File: src/rtl/par_serial_rx.sv
// Serial receiver for parity-protected words. Each frame is a start bit,
// DATA_W data bits sent LSB first, one parity bit and a stop bit. The word
// is delivered together with a parity error flag and a framing error flag.
//
// state  | meaning
// IDLE   | waiting for a falling edge on the synchronised line
// START  | timing to mid start bit to confirm it (reject glitches)
// DATA   | sampling data bits at mid-bit, LSB first
// PARITY | sampling the parity bit
// STOP   | sampling the stop bit, then delivering the word
module par_serial_rx #(
    parameter int DATA_W       = 7,
    parameter int CLKS_PER_BIT = 16
) (
    input  logic              clk,
    input  logic              rst_n,
    input  logic              rx_i,
    input  logic              cbit,
    output logic [DATA_W-1:0] data_o,
    output logic              valid_o,
    output logic              par_err_o,
    output logic              frame_err_o,
    output logic              busy_o
);

    localparam int CNT_W = (CLKS_PER_BIT > 2) ? $clog2(CLKS_PER_BIT) : 1;
    localparam int IDX_W = (DATA_W > 1) ? $clog2(DATA_W) : 1;
    localparam logic [CNT_W-1:0] HALF_LAST = CNT_W'(CLKS_PER_BIT / 2 - 1);
    localparam logic [CNT_W-1:0] BIT_LAST  = CNT_W'(CLKS_PER_BIT - 1);
    localparam logic [IDX_W-1:0] IDX_LAST  = IDX_W'(DATA_W - 1);

    typedef enum logic [2:0] {
        IDLE,
        START,
        DATA,
        PARITY,
        STOP
    } state_t;

    state_t             state_q, state_d;
    logic [CNT_W-1:0]   cnt_q, cnt_d;
    logic [IDX_W-1:0]   idx_q, idx_d;
    logic [DATA_W-1:0]  shift_q, shift_d;
    logic               par_q, par_d;
    logic               cbit_q, cbit_d;
    logic               load;
    logic               rx_meta, rx_s, rx_prev;

    // Two-flop synchroniser plus previous sample for falling-edge detection;
    // all reset to the idle-high line level so reset never looks like a start.
    always_ff @(posedge clk or negedge rst_n) begin
        if (!rst_n) begin
            rx_meta <= 1'b1;
            rx_s    <= 1'b1;
            rx_prev <= 1'b1;
        end else begin
            rx_meta <= rx_i;
            rx_s    <= rx_meta;
            rx_prev <= rx_s;
        end
    end

    // Next-state, bit timing and sampling decisions.
    always_comb begin
        state_d = state_q;
        cnt_d   = cnt_q + CNT_W'(1);
        idx_d   = idx_q;
        shift_d = shift_q;
        par_d   = par_q;
        cbit_d  = cbit_q;
        load    = 1'b0;
        case (state_q)
            IDLE: begin
                cnt_d = '0;
                if (!rx_s && rx_prev) begin
                    state_d = START;
                end
            end
            START: begin
                if (cnt_q == HALF_LAST) begin
                    cnt_d = '0;
                    if (!rx_s) begin
                        cbit_d  = cbit;
                        idx_d   = '0;
                        state_d = DATA;
                    end else begin
                        state_d = IDLE;
                    end
                end
            end
            DATA: begin
                if (cnt_q == BIT_LAST) begin
                    cnt_d          = '0;
                    shift_d[idx_q] = rx_s;
                    if (idx_q == IDX_LAST) begin
                        state_d = PARITY;
                    end else begin
                        idx_d = idx_q + IDX_W'(1);
                    end
                end
            end
            PARITY: begin
                if (cnt_q == BIT_LAST) begin
                    cnt_d   = '0;
                    par_d   = rx_s;
                    state_d = STOP;
                end
            end
            STOP: begin
                if (cnt_q == BIT_LAST) begin
                    cnt_d   = '0;
                    load    = 1'b1;
                    state_d = IDLE;
                end
            end
            default: begin
                cnt_d   = '0;
                state_d = IDLE;
            end
        endcase
    end

    // State and frame-assembly registers.
    always_ff @(posedge clk or negedge rst_n) begin
        if (!rst_n) begin
            state_q <= IDLE;
            cnt_q   <= '0;
            idx_q   <= '0;
            shift_q <= '0;
            par_q   <= 1'b0;
            cbit_q  <= 1'b0;
        end else begin
            state_q <= state_d;
            cnt_q   <= cnt_d;
            idx_q   <= idx_d;
            shift_q <= shift_d;
            par_q   <= par_d;
            cbit_q  <= cbit_d;
        end
    end

    // Delivered word and flags; held until the next frame completes. The
    // stop bit sampled here is the live synchronised line at mid-stop.
    always_ff @(posedge clk or negedge rst_n) begin
        if (!rst_n) begin
            data_o      <= '0;
            valid_o     <= 1'b0;
            par_err_o   <= 1'b0;
            frame_err_o <= 1'b0;
        end else begin
            valid_o <= load;
            if (load) begin
                data_o      <= shift_q;
                par_err_o   <= par_q ^ (^shift_q) ^ cbit_q;
                frame_err_o <= ~rx_s;
            end
        end
    end

    assign busy_o = (state_q != IDLE);

endmodule

File: config.mk
export PLATFORM = sky130hd
export DESIGN_NAME = par_serial_rx
export DESIGN_NICKNAME = d
export VERILOG_FILES = /design/src/rtl/par_serial_rx.sv
export SDC_FILE = /design/constraint.sdc
export NUM_CORES = 1
export LEC_CHECK = 0
export ABC_CLOCK_PERIOD_IN_PS = 2220
export BUFFER_PORTS_ARGS = -buffer_cell sky130_fd_sc_hd__buf_2
export CAP_MARGIN = 20
export CORE_MARGIN = 1
export CORE_UTILIZATION = 55
export CTS_BUF_LIST = sky130_fd_sc_hd__clkbuf_16
export DETAILED_ROUTE_END_ITERATION = 10
export PLACE_DENSITY = 0.74
export SETUP_SLACK_MARGIN = 0.1
export SLEW_MARGIN = 40
export SYNTH_ARGS = -nofsm -noshare
export SYNTH_HDL_FRONTEND = slang
export SYNTH_SLANG_ARGS = --single-unit
File: constraint.sdc
create_clock -name clk -period 2.22 [get_ports clk]
set_input_delay 0.333 -clock clk [delete_from_list [all_inputs] [get_ports clk]]
set_output_delay 0.333 -clock clk [all_outputs]
set_load 0.1 [all_outputs]
==> run_results.csv, run 1 <==
group,metric,value,unit
sta,finalMaxSlewViolations,0,
clocking,clock_path_buffers,2,
floorplanning,die_w,55.5,µm
setup_path,critPathMaxFanout,5,
grt,groute.usage.overall,18.7,%
sta,finClkSkew,0.00424,ns
placement,place_congestion,0.808,
placement,dp_hpwl,1670,µm
yosys,yosysSeqAreaShare,51.1,%
setup_path,worstSetupPathType,"flop to flop",
clocking,cts_buffers,5,
floorplanning,ios,15,
sta,min_period_over_period,84.1,%
job,cap_violations,0,
yosys,netlist-cell-type-count,40,
grt,grt_use_met3,7.73,%
setup_path,endpoint,"cbit_q$_DFFE_PN0P_",
sta,rsz0062_at_grt,"false",
pwr,power.density,962,nW/µm²
yosys,netlist_instances,129,
detailed_routing,wl_per_cell,14.0,µm
grt,grt_max_degree,33,
setup_path,worstSetupEndpointType,"flop",
setup_path,cp-start-kind,"flop",
sta,setup-violations-final,0,
sta,max_freq,535,MHz
pwr,peakVddDrop,0.793,mV
sta,finalHoldViolCount,0,
pwr,p_leak,0.873,nW
setup_path,r2r_slack,0.35,ns
floorplanning,die_y,55.5,µm
setup_path,startpoint,"cnt_q[0]$_DFF_PN0_",
yosys,synth-warning-count,0,
clocking,ctsHoldBuffers,0,
sta,slew_headroom,55.4,%
hold_path,worstHoldPathType,"input pin to asynchronous set/reset pin",
yosys,synth_edf_count,0,
floorplanning,die-area,3080,µm²
clocking,cts_tree,"done",
grt,grt_first_pass_wirelength,4160,µm
finish,final_cell_mix,"29 x dfrtp_1, 14 x buf_2, 9 x mux2_2, 8 x nor2_1",
grt,gr-total-overflow,0,
floorplanning,rows,19,
detailed_routing,antenna_left,0,
finish,stdcell_count,174,
finish,final_layout_size_suffix_gt1_share,27.3,%
sta,post-route-min-period,1.87,ns
clocking,postCtsSetupBuffers,0,
yosys,ys.flop_type,"dfrtp_1",
setup_path,crit_required,2.37,ns
yosys,synth_nets,136,
floorplanning,core-area,2730,µm²
grt,grt_util_met1,23.8,%
grt,grt_busiest_layer,"met2",
setup_path,r2r_cells,5,
grt,first_global_vias,878,
detailed_routing,drc,0,
finish,nNetsFinal,149,
detailed_routing,vias_per_cell,5.57,
clocking,clk_latency,0.27,ns
clocking,ctsResizeCount,0,
detailed_routing,first_iter_violations,16,
clocking,cts_max_level,2,
setup_path,reg2reg_to,"cbit_q$_DFFE_PN0P_",
yosys,syn_avg_cell_area,12.2,µm²
grt,antenna_found_initial,0,
setup_path,critPathArrivalTime,2.02,ns
sta,setup_tns,0,ns
finish,fillCellCount,203,
clocking,cts-root-buf,"clkbuf_16",
finish,layout_commonest_cell,"dfrtp_1",
finish,diodes,0,
detailed_routing,drt-total-wl,2440,µm
yosys,synthArstFlopShare,100,%
placement,numPortBuffers,14,
setup_path,r2r_start,"cnt_q[0]$_DFF_PN0_",
sta,worst_slew_pin_slew,0.669,ns
sta,fin_ws,0.352,ns
clocking,clk_pin_slew,0.05,ns
outcome,status,"complete, no violations",
floorplanning,start_util,57.6,%
grt,grt_use_met2,26.9,%
detailed_routing,first_pass_iters,4,
clocking,cts_num_sinks,32,
placement,placed_cells,166,
sta,finalHoldWorstSlack,0.0984,ns
finish,area_growth,11.6,%
placement,place_ws,0.347,ns
yosys,synth-seq-cells,32,
detailed_routing,vias,970,
yosys,syn_area,1570,µm²
flip-flops by register name, summed over array words and instances (netlist names), 3 cells and up:
name and count:
shift_q 7, cnt_q 4, idx_q 3, state_q 3, data_o 7
cell usage after synthesis (2+ instances only):
library cell	count	share of area, %
dfrtp_1	29	46
mux2_2	9	6.4
nor2_1	8	1.9
mux2_1	7	5.0
nand2_1	7	1.7
nand3_1	7	2.2
inv_1	5	1.2
xnor2_1	5	2.8
a21oi_1	4	1.3
buf_6	3	2.1
dfstp_2	3	5.0
ha_1	3	2.4
nand4b_1	3	1.7
nor3_1	3	0.95
xor2_1	3	1.7
a2111oi_0	2	1.1
buf_4	2	0.95
nand3b_1	2	0.95
o21ai_0	2	0.64
o21ai_1	2	0.64
routing by layer:
metal  up-vias  part of all wire, %
met4         0                  2.7
met1       465                   48
met2        17                   45
met3         6                  5.1
met5         -                    0
li1        482                    -
critical path: stages, from the launching register on:
cell       delay (ns)
dfrtp_1          0.36
ha_1             0.22
and4bb_1         0.24
o21ai_2          0.09
a2111oi_4        0.49
mux2_1           0.36
cell type report:
cell class	instances	area (µm²)	area share [%]
clock buffer	5	125	7.12
sequential	32	805	45.8
inverter	5	18.8	1.07
tap	31	38.8	2.21
timing repair buffer	14	70.1	3.99
multi-input combinational	84	688	39.2
clock inverter	3	11.3	0.641
cells by family (layout without fill, tap and decap cells):
| family | after synthesis | in the layout | share of synthesized area (%) |
|---|---|---|---|
| AOI/OAI and AO/OA | 16 | 16 | 7.95 |
| xor gates and xnor gates | 9 | 9 | 5.88 |
| adders and majority gates | 3 | 3 | 2.38 |
| buffers and inverters | 13 | 27 | 5.17 |
| DFF | 32 | 32 | 51.1 |
| muxes | 17 | 17 | 12.4 |
| and+or+nand+nor | 39 | 39 | 15.1 |
where the power goes:
group / internal (W) / switching (W) / total, W
sequential: 0.000634 / 0.0000648 / 0.000699
clock: 0.000401 / 0.000213 / 0.000613
combinational: 0.000131 / 0.000246 / 0.000377
worst min path at each step:
stage	start	endpoint	cells past startpoint
6_report	rst_n	data_o[1]$_DFFE_PN0P_	1
5_1_grt	rx_i	rx_meta$_DFF_PN1_	1
4_1_cts	rst_n	data_o[1]$_DFFE_PN0P_	1
3_5_place_dp	rx_meta$_DFF_PN1_	rx_s$_DFF_PN1_	0
3_3_place_gp	rx_meta$_DFF_PN1_	rx_s$_DFF_PN1_	0
2_1_floorplan	rst_n	cbit_q$_DFFE_PN0P_	0
metrics by stage:
step / util (%) / power [W] / instance area (µm²)
6_report: 64.3 / 0.00169 / 1760
5_1_grt: 64.3 / 0.00178 / 1760
4_1_cts: 64.3 / 0.00171 / 1760
3_5_place_dp: 59.3 / 0.00109 / 1620
3_3_place_gp: 59.3 / 0.00108 / 1620
2_1_floorplan: - / 0.00107 / 1570
No activity file was read; power rests on OpenSTA's default activity.
==> inputs of run 2 (changes only) <==
- ABC_AREA: not set -> 1
- ABC_CLOCK_PERIOD_IN_PS: 2220 -> 1800
- clock period: 2.22 -> 1.8 ns (I/O delays scaled with it)
==> run 2 against run 1 <==
  * Non-clock buffer count is the same
  * Synthesized area is 4.4% higher
  * Critical path depth is 2 lower
  * Die area rose by 4.2%
  * Highest routed layer unchanged
  * Largest cell class unchanged
==> run_results.csv, run 2 <==
group,metric,value,unit
outcome,status,"complete, no violations",
clocking,cts_buffers,5,
yosys,synth-warning-count,0,
yosys,synthArstFlopShare,100,%
placement,place_area,1730,µm²
yosys,synth_top_cell_by_area,"dfrtp_1",
setup_path,critPathMaxFanout,5,
finish,final_cell_mix,"62 x nand2_1, 29 x dfrtp_1, 20 x inv_1, 19 x nor2_1",
detailed_routing,first_iter_violations,68,
setup_path,worstSetupEndpointType,"output pin",
sta,finClkSkew,0.00259,ns
detailed_routing,first_pass_iters,4,
detailed_routing,vias_per_cell,5.17,
sta,worst_slew_pin_slew,0.687,ns
grt,grt_max_degree,33,
floorplanning,die-area,3210,µm²
grt,antenna_found_initial,0,
detailed_routing,antenna_left,0,
clocking,cts_tree,"done",
finish,fillCellCount,222,
clocking,clk_latency,0.27,ns
setup_path,critPathArrivalTime,1.35,ns
finish,final_layout_size_suffix_gt1_share,18.6,%
yosys,syn_avg_cell_area,8.34,µm²
setup_path,r2r_cells,8,
yosys,yosysSeqAreaShare,49.0,%
sta,max_freq,618,MHz
setup_path,worstSetupPathType,"flop to output pin",
job,cap_violations,0,
clocking,cts_max_level,2,
hold_path,worstHoldPathType,"input pin to asynchronous set/reset pin",
yosys,netlist_instances,197,
floorplanning,ios,15,
setup_path,cp_num_buf_inv,2,
floorplanning,start_util,59.1,%
clocking,ctsHoldBuffers,0,
clocking,postCtsSetupBuffers,0,
yosys,synth_top_area_share,44.2,%
sta,rsz0062_at_grt,"false",
detailed_routing,drt-total-wl,2960,µm
setup_path,crit_required,1.53,ns
floorplanning,core-area,2780,µm²
detailed_routing,wl_per_cell,12.0,µm
clocking,cts-root-buf,"clkbuf_16",
detailed_routing,wl_met1,1430,µm
setup_path,slowest_delay,0.44,ns
setup_path,critPathTopFamily,"buffers and inverters",
clocking,clock_path_buffers,2,
sta,slew_headroom,54.2,%
detailed_routing,drc,0,
finish,area_growth,15.2,%
sta,finalHoldWorstSlack,0.0368,ns
detailed_routing,dr.max_layer_used,"met4",
yosys,synthTopCellsByCount,"62 x nand2_1, 29 x dfrtp_1, 20 x inv_1",
grt,grt_first_pass_wirelength,5350,µm
finish,reg_top3,"data_o (7), shift_q (7), cnt_q (4)",
finish,layout_commonest_cell,"nand2_1",
yosys,netlist-cell-type-count,26,
placement,numPortBuffers,14,
placement,dp_hpwl,2130,µm
setup_path,worstSetupPathDepth,3,
pwr,power.density,1150,nW/µm²
clocking,cts_num_sinks,32,
yosys,syn_area,1640,µm²
detailed_routing,vias,1271,
yosys,synth-seq-cells,32,
sta,finalHoldViolCount,0,
yosys,synth_most_common_cell,"nand2_1",
sta,fin_ws,0.183,ns
sta,setup_tns,0,ns
sta,post-route-min-period,1.62,ns
yosys,synth_edf_count,0,
pwr,peakVddDrop,1.03,mV
setup_path,cpMaxStageDelayCell,"dfrtp_1",
floorplanning,rows,19,
detailed_routing,wl_met2,1370,µm
floorplanning,die_y,56.7,µm
finish,nNetsFinal,221,
placement,place_congestion,0.813,
finish,diodes,0,
pwr,p_leak,0.962,nW
sta,finalMaxSlewViolations,0,
placement,place_ws,0.342,ns
yosys,synth.area.top_cells,"dfrtp_1 44%, nand2_1 14%, dfstp_2 4.8%",
clocking,clk_pin_slew,0.05,ns
sta,min_period_over_period,89.8,%
grt,first_global_vias,1231,
setup_path,cp-start-kind,"flop",
sta,setup-violations-final,0,
yosys,synth_nets,204,
grt,groute.usage.overall,22.2,%
yosys,ys.flop_type,"dfrtp_1",
clocking,ctsResizeCount,0,
floorplanning,die_w,56.7,µm
grt,gr-total-overflow,0,
detailed_routing,met3_length,100,µm
setup_path,path_cells,"inv_1 -> nand2_1 -> buf_2",
finish,stdcell_area,1890,µm²
[run 2: cell types whose count changed after synthesis, moves of 3 or more]
cell,delta
nand2_1,+55
inv_1,+15
nor2_1,+11
mux2_2,-9
o21ai_0,+8
mux2_1,-7
nand3_1,+7
o21ai_2,+7
buf_6,-3
nand4b_1,-3
nor3_1,-3
xnor2_1,-3
[run 2: path summary, 6_finish.rpt]
kind / start / end / slack (ns)
worst max-delay path: state_q[1]$_DFFE_PN0P_ / busy_o / 0.18
worst min-delay path: rst_n / state_q[1]$_DFFE_PN0P_ / 0.04
worst max register to register: cnt_q[0]$_DFF_PN0_ / idx_q[0]$_DFFE_PN0P_ / 0.34
worst min register to register: rx_meta$_DFF_PN1_ / rx_s$_DFF_PN1_ / 0.36
max in group asynchronous: rst_n / shift_q[2]$_DFFE_PN0P_ / 1.32
min in group clk: rx_i / rx_meta$_DFF_PN1_ / 0.10
[run 2: through the flow]
stage	cells	power, W	util [%]
finish	246	0.00218	68.1
detailed placement	238	0.00127	62.2
global route	246	0.00228	68.1
global placement	238	0.00125	62.2
CTS	246	0.00220	68.1
floorplan	197	0.00118	-
[run 2: cell type report]
class / count / area, µm² / area share, %
Tap cell: 31 / 38.8 / 2.05
Multi-Input combinational cell: 140 / 738 / 39.0
Timing Repair Buffer: 14 / 70.1 / 3.70
Clock buffer: 5 / 125 / 6.61
Inverter: 21 / 78.8 / 4.16
Clock inverter: 3 / 37.5 / 1.98
Sequential cell: 32 / 805 / 42.5
[run 2: logic make-up after synthesis]
| logic type | Yosys count | synth area share, % |
|---|---|---|
| compound gates | 26 | 10.4 |
| flops | 32 | 49.0 |
| buf+inv | 25 | 6.09 |
| xor+xnor | 6 | 3.20 |
| simple gates | 105 | 29.0 |
| fa+ha+maj | 3 | 2.29 |
[run 2: power breakdown]
group	internal (W)	switching, W
sequential	0.000773	0.0000573
combinational	0.000122	0.000304
clock	0.000641	0.000281
total	0.00154	0.000642
[run 2: layer usage]
metal | track usage, % | up-vias
li1 | - | 656
met1 | 27.1 | 591
met2 | 35.6 | 18
met3 | 8.06 | 6
met4 | 8.71 | 0
met5 | 0 | -
